<file path="config.mk">
export PLATFORM = sky130hd
export DESIGN_NAME = serial_mem_bridge_flat
export DESIGN_NICKNAME = d
export VERILOG_FILES = /design/src/rtl/serial_mem_bridge_pkg.sv /design/src/rtl/serial_mem_bridge_if.sv /design/src/rtl/serial_mem_bridge_sr_shifter.sv /design/src/rtl/serial_mem_bridge.sv /design/src/flat_wrapper.sv
export SDC_FILE = /design/constraint.sdc
export NUM_CORES = 1
export LEC_CHECK = 0
export ABC_AREA = 1
export CAP_MARGIN = 20
export CORE_MARGIN = 2
export CORE_UTILIZATION = 35
export DETAILED_ROUTE_END_ITERATION = 10
export PLACE_DENSITY_LB_ADDON = 0.25
export SETUP_SLACK_MARGIN = 0.15
export SYNTH_ARGS = -nofsm -noshare
export SYNTH_HDL_FRONTEND = slang
export SYNTH_SLANG_ARGS = --single-unit
</file>
<file path="constraint.sdc">
create_clock -name clk -period 1.85 [get_ports clk]
set_clock_uncertainty 0.15 [all_clocks]
set_input_delay 0.37 -clock clk [delete_from_list [all_inputs] [get_ports clk]]
set_output_delay 0.37 -clock clk [all_outputs]
set_load 0.01 [all_outputs]
</file>
<file path="src/rtl/serial_mem_bridge_pkg.sv">
// rtl/serial_mem_bridge_pkg.sv - shared types and constants for the serial memory bridge
package serial_mem_bridge_pkg;

    localparam int ADDR_W_DEF = 2;
    localparam int DATA_W_DEF = 16;
    localparam int HDR_LEN    = 1 + ADDR_W_DEF;
    localparam int CNT_W      = $clog2(DATA_W_DEF + 1);

    localparam logic RW_READ  = 1'b0;
    localparam logic RW_WRITE = 1'b1;

    typedef enum logic [2:0] {
        IDLE  = 3'd0,
        HDR   = 3'd1,
        WDATA = 3'd2,
        ACC   = 3'd3,
        RDATA = 3'd4,
        DONE  = 3'd5
    } state_t;

endpackage

</file>
<file path="src/rtl/serial_mem_bridge_if.sv">
// rtl/serial_mem_bridge_if.sv - register-memory port between bridge and memory
interface serial_mem_bridge_if #(
    parameter int ADDR_W = 2,
    parameter int DATA_W = 16
);
    logic              mem_sel;
    logic              mem_wr;
    logic [ADDR_W-1:0] mem_addr;
    logic [DATA_W-1:0] mem_wdata;
    logic [DATA_W-1:0] mem_rdata;

    modport master (
        output mem_sel,
        output mem_wr,
        output mem_addr,
        output mem_wdata,
        input  mem_rdata
    );

    modport slave (
        input  mem_sel,
        input  mem_wr,
        input  mem_addr,
        input  mem_wdata,
        output mem_rdata
    );
endinterface

</file>
<file path="src/rtl/serial_mem_bridge_sr_shifter.sv">
// rtl/serial_mem_bridge_sr_shifter.sv - DATA_W-wide SIPO/PISO shift register
module sr_shifter #(
    parameter int DATA_W = 16
) (
    input  logic              clk,
    input  logic              rstn,
    input  logic              shift_en,
    input  logic              load,
    input  logic [DATA_W-1:0] load_data,
    input  logic              serial_in,
    output logic              msb_out,
    output logic [DATA_W-1:0] data
);

    logic [DATA_W-1:0] sr;

    // parallel load wins over shift; shifting moves towards the MSB
    always_ff @(posedge clk or negedge rstn) begin
        if (!rstn) begin
            sr <= '0;
        end else if (load) begin
            sr <= load_data;
        end else if (shift_en) begin
            sr <= {sr[DATA_W-2:0], serial_in};
        end
    end

    assign msb_out = sr[DATA_W-1];
    assign data    = sr;

endmodule

</file>
<file path="src/rtl/serial_mem_bridge.sv">
// rtl/serial_mem_bridge.sv - bit-serial command frames to a single-cycle memory access
module serial_mem_bridge
    import serial_mem_bridge_pkg::*;
#(
    parameter int ADDR_W = ADDR_W_DEF,
    parameter int DATA_W = DATA_W_DEF
) (
    input  logic                clk,
    input  logic                rstn,
    input  logic                cs_n,
    input  logic                bit_en,
    input  logic                sdi,
    output logic                sdo,
    output logic                busy,
    output logic                done,
    output logic                frame_err,
    serial_mem_bridge_if.master mem
);

    localparam int HDR_BITS = 1 + ADDR_W;
    localparam int CNT_BITS = $clog2(DATA_W + 1);

    state_t              state;
    state_t              state_next;
    logic [CNT_BITS-1:0] cnt;
    logic                cs_n_q;
    logic                rw_q;
    logic [ADDR_W-1:0]   addr_q;
    logic [DATA_W-1:0]   wdata_q;
    logic                sel_q;
    logic                wr_q;

    logic                bit_ok;
    logic                frame_start;
    logic                hdr_last;
    logic                wdata_last;
    logic                rdata_last;
    logic [HDR_BITS-1:0] hdr_word;
    logic [DATA_W-1:0]   wdata_word;
    logic                hdr_rw;
    logic                rw_next;

    logic                sr_shift;
    logic                sr_load;
    logic [DATA_W-1:0]   sr_load_data;
    logic                sr_in;
    logic                sr_msb;
    logic [DATA_W-1:0]   sr_data;

    logic                sel_d;
    logic                wr_d;
    logic                done_d;
    logic                err_d;
    logic                sdo_d;

    sr_shifter #(.DATA_W(DATA_W)) u_shifter (
        .clk       (clk),
        .rstn      (rstn),
        .shift_en  (sr_shift),
        .load      (sr_load),
        .load_data (sr_load_data),
        .serial_in (sr_in),
        .msb_out   (sr_msb),
        .data      (sr_data)
    );

    assign bit_ok      = bit_en & ~cs_n;
    assign frame_start = ~cs_n & cs_n_q;
    assign hdr_last    = (state == HDR)   && bit_ok && (cnt == CNT_BITS'(HDR_BITS - 1));
    assign wdata_last  = (state == WDATA) && bit_ok && (cnt == CNT_BITS'(DATA_W - 1));
    assign rdata_last  = (state == RDATA) && bit_ok && (cnt == CNT_BITS'(DATA_W - 1));

    // the last header/data bit is still on sdi, so the latched words include it directly
    assign hdr_word    = {sr_data[HDR_BITS-2:0], sdi};
    assign wdata_word  = {sr_data[DATA_W-2:0], sdi};
    assign hdr_rw      = hdr_word[HDR_BITS-1];
    assign rw_next     = (state == HDR) ? hdr_rw : rw_q;

    // shifter: sdi in during header/write data, zero fill while reading out
    assign sr_shift     = bit_ok && ((state == HDR) || (state == WDATA) || (state == RDATA));
    assign sr_in        = (state == RDATA) ? 1'b0 : sdi;
    assign sr_load      = ((state == ACC) && (rw_q == RW_READ)) || ((state == IDLE) && frame_start);
    assign sr_load_data = (state == ACC) ? mem.mem_rdata : '0;

    assign busy          = (state != IDLE);
    assign mem.mem_sel   = sel_q;
    assign mem.mem_wr    = wr_q;
    assign mem.mem_addr  = addr_q;
    assign mem.mem_wdata = wdata_q;

    // state register
    always_ff @(posedge clk or negedge rstn) begin
        if (!rstn) begin
            state <= IDLE;
        end else begin
            state <= state_next;
        end
    end

    // next-state: cs_n high aborts every active state; DONE just waits for cs_n
    always_comb begin
        state_next = state;
        case (state)
            IDLE:    if (frame_start) state_next = HDR;
            HDR: begin
                if (cs_n)          state_next = IDLE;
                else if (hdr_last) state_next = (hdr_rw == RW_WRITE) ? WDATA : ACC;
            end
            WDATA: begin
                if (cs_n)            state_next = IDLE;
                else if (wdata_last) state_next = ACC;
            end
            ACC: begin
                if (cs_n) state_next = IDLE;
                else      state_next = (rw_q == RW_WRITE) ? DONE : RDATA;
            end
            RDATA: begin
                if (cs_n)            state_next = IDLE;
                else if (rdata_last) state_next = DONE;
            end
            DONE:    if (cs_n) state_next = IDLE;
            default: state_next = IDLE;
        endcase
    end

    // output decode: next values for the registered outputs
    always_comb begin
        sel_d  = (state_next == ACC);
        wr_d   = sel_d & rw_next;
        done_d = (state_next == DONE) && (state != DONE);
        err_d  = cs_n && ((state == HDR) || (state == WDATA) || (state == ACC) || (state == RDATA));
        sdo_d  = 1'b0;
        if ((state == ACC) && (state_next == RDATA)) begin
            sdo_d = mem.mem_rdata[DATA_W-1];
        end else if ((state == RDATA) && (state_next == RDATA)) begin
            sdo_d = bit_ok ? sr_data[DATA_W-2] : sdo;
        end
    end

    // output registers keep mem_sel/mem_wr and the pulses glitch-free
    always_ff @(posedge clk or negedge rstn) begin
        if (!rstn) begin
            sel_q     <= 1'b0;
            wr_q      <= 1'b0;
            done      <= 1'b0;
            frame_err <= 1'b0;
            sdo       <= 1'b0;
        end else begin
            sel_q     <= sel_d;
            wr_q      <= wr_d;
            done      <= done_d;
            frame_err <= err_d;
            sdo       <= sdo_d;
        end
    end

    // bit counter (cleared on every state change), frame-select history and latched fields
    always_ff @(posedge clk or negedge rstn) begin
        if (!rstn) begin
            cnt     <= '0;
            cs_n_q  <= 1'b0;
            rw_q    <= 1'b0;
            addr_q  <= '0;
            wdata_q <= '0;
        end else begin
            cs_n_q <= cs_n;
            if (state_next != state) begin
                cnt <= '0;
            end else if (sr_shift) begin
                cnt <= cnt + CNT_BITS'(1);
            end
            if (hdr_last) begin
                rw_q   <= hdr_rw;
                addr_q <= hdr_word[ADDR_W-1:0];
            end
            if (wdata_last) begin
                wdata_q <= wdata_word;
            end
        end
    end

    logic unused_ok;
    assign unused_ok = sr_msb;

endmodule
</file>
<file path="src/flat_wrapper.sv">
// flat-port wrapper written by rule: the top's interface ports become plain ports
module serial_mem_bridge_flat import serial_mem_bridge_pkg::*;
#(
    parameter int ADDR_W = ADDR_W_DEF,
    parameter int DATA_W = DATA_W_DEF
)
  (clk, rstn, cs_n, bit_en, sdi, sdo, busy, done, frame_err, mem_mem_sel, mem_mem_wr, mem_mem_addr, mem_mem_wdata, mem_mem_rdata);
  serial_mem_bridge_if #(.ADDR_W(ADDR_W), .DATA_W(DATA_W)) mem_i ();
  input  logic clk;
  input  logic rstn;
  input  logic cs_n;
  input  logic bit_en;
  input  logic sdi;
  output logic sdo;
  output logic busy;
  output logic done;
  output logic frame_err;
  output wire logic [$bits(mem_i.mem_sel)-1:0] mem_mem_sel;
  output wire logic [$bits(mem_i.mem_wr)-1:0] mem_mem_wr;
  output wire logic [$bits(mem_i.mem_addr)-1:0] mem_mem_addr;
  output wire logic [$bits(mem_i.mem_wdata)-1:0] mem_mem_wdata;
  input wire logic [$bits(mem_i.mem_rdata)-1:0] mem_mem_rdata;
  assign mem_mem_sel = mem_i.mem_sel;
  assign mem_mem_wr = mem_i.mem_wr;
  assign mem_mem_addr = mem_i.mem_addr;
  assign mem_mem_wdata = mem_i.mem_wdata;
  assign mem_i.mem_rdata = mem_mem_rdata;
  serial_mem_bridge #(.ADDR_W(ADDR_W), .DATA_W(DATA_W)) u_core (.clk(clk), .rstn(rstn), .cs_n(cs_n), .bit_en(bit_en), .sdi(sdi), .sdo(sdo), .busy(busy), .done(done), .frame_err(frame_err), .mem(mem_i));
endmodule
</file>
Word-level counts from Yosys, hierarchy flattened
Index checks and enable logic that the tools add are counted.

storage, ports and cells
  output and inout port bits = 24
  register bits after elaboration = 48
  logic and storage cells = 75
  input port bits = 21

cells by class
  multiplexer cells = 22
  add/sub/neg operators = 1
  eq/ne operators = 13
  bitwise logic cells = 5
  reductions and logical operators = 22

operators by type and width
  cell                   number
  $mux W15               3
  $mux W3                9
  $pmux W3 S6            1
  $logic_and A1 B1 Y1    13
  $eq A3 B3 Y1 const B   4
  $mux W5                2
  $eq A3 B2 Y1 const B   3
  $mux W1                7
  $add A5 B1 Y5 const B  1
  $eq A5 B2 Y1 const B   1
  $eq A5 B4 Y1 const B   1
  $logic_or A1 B1 Y1     5
  $reduce_bool A2 Y1     2
  $and A1 B1 Y1          3
  $eq A3 B1 Y1 const B   1
  $logic_not A3 Y1       1
  $ne A3 B1 Y1 const B   1
  $ne A3 B3 Y1           1
  $ne A3 B3 Y1 const B   1
  $reduce_bool A3 Y1     1
  $not A1 Y1             2

Logic depth before layout (Yosys ltp)
  word-level depth = 11
  mapped depth = 13
  gate-level depth less buffers = 13

Cells and area by module
A second synthesis with hierarchy kept.

unflattened totals
  cells, all modules = 312
  area, all modules = 2541.2 µm²

modules (own cells, without submodules)
  module             times used  area an instance (µm²)  sequential area each (µm²)  cells an instance
  serial_mem_bridge  1           1771.7                  825.8                       223
  sr_shifter         1           769.5                   400.4                       89

Worst setup path after synthesis
Ideal clock, no wire load.

  path kind = register -> register
  start point = register u_core.cnt[0]
  end point = register u_core.cnt[2]
  period minus slack after synthesis = 1.670 ns
  stages on the path, launching flop included = 13
  setup slack = 0.180 ns
  path buffers = 0
  data required time = 1.629 ns
  setup time = 0.071 ns
  arrival = 1.449 ns
  cell sequence = dfrtp_1 -> ha_1 -> inv_1 -> nor3_1 -> ha_1 -> inv_1 -> nor2_1 -> nand2_1 -> nand3_4 -> nand2_1 -> nand2_1 -> nand2_2 -> nor2_1

on the way
  word-level cells in the longest chain between the ends = 7
  elaborated cells between the ends (all ways) = 17
  those cells by class = add/sub (1); eq/ne (3); mux (9); reduce/logical (4)

ends and longest elaborated chain
  element                                        RTL line                                                                      source
  from (decl)                                    serial_mem_bridge.sv:25                                                       logic [CNT_BITS-1:0] cnt;
  from (signal assigned)                         serial_mem_bridge.sv:170                                                      cnt <= cnt + CNT_BITS'(1);
  $eq A5 B4 Y1 or $eq A5 B2 Y1 (tied branches)   serial_mem_bridge.sv:70, serial_mem_bridge.sv:71, serial_mem_bridge.sv:69
  $logic_and A1 B1 Y1, on equally long branches  serial_mem_bridge.sv:71, serial_mem_bridge.sv:69, serial_mem_bridge.sv:70
  $mux W3, on equally long branches              serial_mem_bridge.sv:119, serial_mem_bridge.sv:107, serial_mem_bridge.sv:111
  $mux W3, on equally long branches              serial_mem_bridge.sv:118, serial_mem_bridge.sv:106, serial_mem_bridge.sv:110
  $pmux W3 S6 (*)                                serial_mem_bridge.sv:103                                                      case (state)
  via u_core.state_next[0]                       serial_mem_bridge.sv:24                                                       state_t state_next;
  $ne A3 B3 Y1 (*)                               serial_mem_bridge.sv:167                                                      if (state_next != state) begin
  $mux W5 or $reduce_bool A2 Y1 (tied branches)  -

Mark *: on every way through the listed nets, which the timed path passes. The rest lies on a longest branch. The select of a mux whose other input is x is not followed.
A chain may end at the register's enable or synchronous reset.

Final worst setup path
  start point = register u_core.cnt[1]
  end point = register u_core.cnt[4]

Same word-level chain as after synthesis.

==> flow_summary.json <==
{
  "finalHoldViolCount": 0,
  "comb_power_share_pct": 14.9,
  "place_area_sq_um": 2872,
  "ant_nets": 0,
  "clk_pin_slew_ns": 0.09,
  "initial_core_util_pct": 35.82,
  "leakage_nw": 1.619,
  "yosysSeqAreaShare_pct": 53.42,
  "grt_overflow": 0,
  "end_kind": "register",
  "clk_latency_ns": 0.31,
  "worstSetupPathType": "register to register",
  "fin_nets": 347,
  "max_freq_mhz": 564.6,
  "outcome": "finished clean",
  "vias": 1869,
  "chipHeight_um": 84.15,
  "pre_cts_ws_ns": -0.2687,
  "synth_largest_area_cell": "dfrtp_1",
  "dr.first_iter.drc_count": 84,
  "regArea_sq_um": 1205,
  "area_growth_pct": 43.57,
  "setup_viol": 0,
  "routed_wl_um": 5116,
  "io-pin-count": 45,
  "drc": 0,
  "cap_violations": 0,
  "power_mw": 2.095,
  "n_antenna_cell": 0,
  "grt_pass1_vias": 1764,
  "hold_path_class": "primary input to register",
  "multi_input_area_sq_um": 997.2,
  "fin_ws_ns": 0.07885,
  "cts_buffers": 5,
  "cp.required_ns": 1.94,
  "die_area_sq_um": 7081,
  "p_per_area_nw_per_um2": 648.9,
  "p_int_mw": 1.534,
  "rsz0062_at_grt": "yes",
  "viasPerCell": 4.661,
  "start_kind": "register",
  "ys_top_cells_by_area": "dfrtp_1 (53%), nand2_1 (8.5%), inv_1 (6.5%)",
  "r2r_end": "u_core.cnt[4]$_DFFE_PN0P_",
  "cts_tree": "yes",
  "firstDrtPassIters": 4,
  "rr_worst_depth": 12,
  "r2r-start": "u_core.cnt[1]$_DFFE_PN0P_",
  "hp-start": "cs_n",
  "rows": 29,
  "final_area_sq_um": 3228,
  "slew_violations": 0,
  "peakVddDrop_mv": 0.2872,
  "swShare_pct": 26.79,
  "ys_types": 31,
  "nFillCells": 589,
  "wl_per_cell_um": 12.76,
  "cts_buffer_depth": 2,
  "htreeDepth": 2,
  "die_w_um": 84.15,
  "place_hpwl_um": 3635,
  "p_seq_share_pct": 53.1,
  "cts_root_buffer": "clkbuf_8",
  "hold_depth": 1,
  "numPortBuffers": 44,
  "grt_use_total_pct": 14.86,
  "grt_pass1_wl_um": 8397,
  "grt_max_degree": 49,
  "switchingPower_mw": 0.5611,
  "ys_ff_latch": 48,
  "slew_headroom_pct": 81.95,
  "period_share_pct": 95.74,
  "syn_nets": 274,
  "holdPathEnd": "u_core.cs_n_q$_DFF_PN0_",
  "synth_top_area_share_pct": 53.42,
  "arrival_ns": 1.86,
  "clockPowerShare_pct": 32.0,
  "min_period_ns": 1.771,
  "ys_warn_count": 0,
  "synth.avg_cell_area_sq_um": 8.994,
  "cp_max_fo": 5,
  "gp_congestion": 0.8397,
  "antenna_found_initial": 0,
  "reg2reg_slack_ns": 0.08,
  "drive_gt1_share_pct": 28.09,
  "clock-sinks": 48,
  "coreArea_sq_um": 6277,
  "tightest_slew_ns": 0.2708,
  "synth_area_sq_um": 2248,
  "syn_inst": 250,
  "utilization_pct": 51.43
}
==> metrics by stage <==
step           hold WS (ns)  std cells  setup TNS [ns]
2_1_floorplan      -0.07559        250               0
3_3_place_gp         0.2232        381          -5.571
3_5_place_dp         0.2279        381          -6.251
4_1_cts              0.2641        393               0
5_1_grt              0.2718        401         -0.1719
6_report             0.2746        401               0
==> power by group through the flow <==
stage / Clock [mW] / Sequential (mW) / Combinational, mW
2_1_floorplan: 0 / 1.13 / 0.136
3_3_place_gp: 0 / 1.14 / 0.263
3_5_place_dp: 0 / 1.14 / 0.267
4_1_cts: 0.689 / 1.11 / 0.283
5_1_grt: 0.734 / 1.12 / 0.347
6_report: 0.670 / 1.11 / 0.312
==> worst max-delay path: stages, from the launching register on <==
cell	delay [ns]
dfrtp_1	0.40
ha_2	0.19
inv_2	0.05
nor3_4	0.11
ha_2	0.19
inv_2	0.04
nor2_4	0.10
nand2_2	0.09
nand3_4	0.08
nand2_1	0.05
nand2_1	0.06
nand2_2	0.08
nor2_2	0.11
==> layout make-up <==
type	instances	area share, %
timing repair buffer	73	21.05
sequential	48	37.33
clock buffer	6	2.558
inverter	41	4.767
clock inverter	2	0.4264
tap	77	2.984
multi-input combinational	154	30.89
==> sequential cells by signal, summed over array words and instances, names as in the netlist <==
name / cells
u_core.mem.mem_wdata: 16
u_core.mem.mem_sel: 1
u_core.u_shifter.data: 15
u_core.sdo: 1
u_core.frame_err: 1
u_core.done: 1
u_core.mem.mem_addr: 2
u_core.state: 3
u_core.cnt: 5
u_core.cs_n_q: 1
u_core.mem.mem_wr: 1
u_core.rw_q: 1
==> cells in the mapped netlist <==
master    instances
a21oi_1           4
a22oi_1           7
a31oi_1           1
a31oi_2           1
and3_1            1
buf_2             3
buf_4             1
buf_6             2
clkbuf_1          1
dfrtp_1          48
ha_1              3
inv_1            39
inv_2             2
nand2_1          51
nand2_2           4
nand2_4           1
nand3_1           4
nand3_2           5
nand3_4           1
nand4_1           1
nor2_1           19
nor2_2            3
nor2_4            1
nor3_1            3
o21a_1            1
o21ai_0          28
o21ai_1           7
o221ai_1          1
o221ai_2          3
o311ai_0          1
xor2_1            3
==> cell families after synthesis <==
kind of cell / after synthesis / synth area share, %
XOR/XNOR: 3 / 1.169
flip-flops: 48 / 53.42
AO/OA/AOI/OAI: 54 / 14.97
AND/OR/NAND/NOR: 94 / 19.76
adder cells (fa/ha/maj): 3 / 1.670
buffers and inverters: 48 / 9.015
==> cell usage in the layout (no fill, tap or decap), types with 4 or more instances in the layout <==
cell / Yosys / routed
a22oi_2: 0 / 4
buf_4: 1 / 21
buf_6: 2 / 4
clkbuf_8: 0 / 6
clkdlybuf4s50_1: 0 / 18
dfrtp_1: 48 / 45
dlygate4sd2_1: 0 / 21
inv_1: 39 / 33
inv_2: 2 / 8
nand2_1: 51 / 43
nand2_2: 4 / 9
nand2_4: 1 / 4
nand3_4: 1 / 4
nor2_1: 19 / 15
nor2_4: 1 / 5
o21ai_0: 28 / 22
o21ai_1: 7 / 13
==> timing repair <==
item / CTS / global route
gates resized for setup: 32 / 53
setup buffers: 3 / 8
hold endpoints to repair: 48 / 0
pin swaps: 3 / 4
endpoints found under the setup margin: 59 / 45
hold buffers: 1 / 0
==> worst max-delay path by stage <==
stage / start / to / slack [ns]
finish: u_core.cnt[1]$_DFFE_PN0P_ / u_core.cnt[4]$_DFFE_PN0P_ / 0.08
global route: u_core.cnt[1]$_DFFE_PN0P_ / u_core.cnt[4]$_DFFE_PN0P_ / -0.05
CTS: u_core.cnt[1]$_DFFE_PN0P_ / u_core.cnt[4]$_DFFE_PN0P_ / 0.09
detailed placement: cs_n / u_core.sdo$_DFFE_PN0P_ / -0.27
global placement: cs_n / u_core.cnt[0]$_DFFE_PN0P_ / -0.23
floorplan: u_core.cnt[0]$_DFFE_PN0P_ / u_core.cnt[2]$_DFFE_PN0P_ / 0.18
==> routing by layer <==
layer	wire [um]	track usage, %	up-vias
li1	-	-	952
met1	2441	21.05	880
met2	2440	22.51	32
met3	163	2.557	5
met4	70	6.452	0
met5	0	0	-
(Power assumes the default switching activity.)
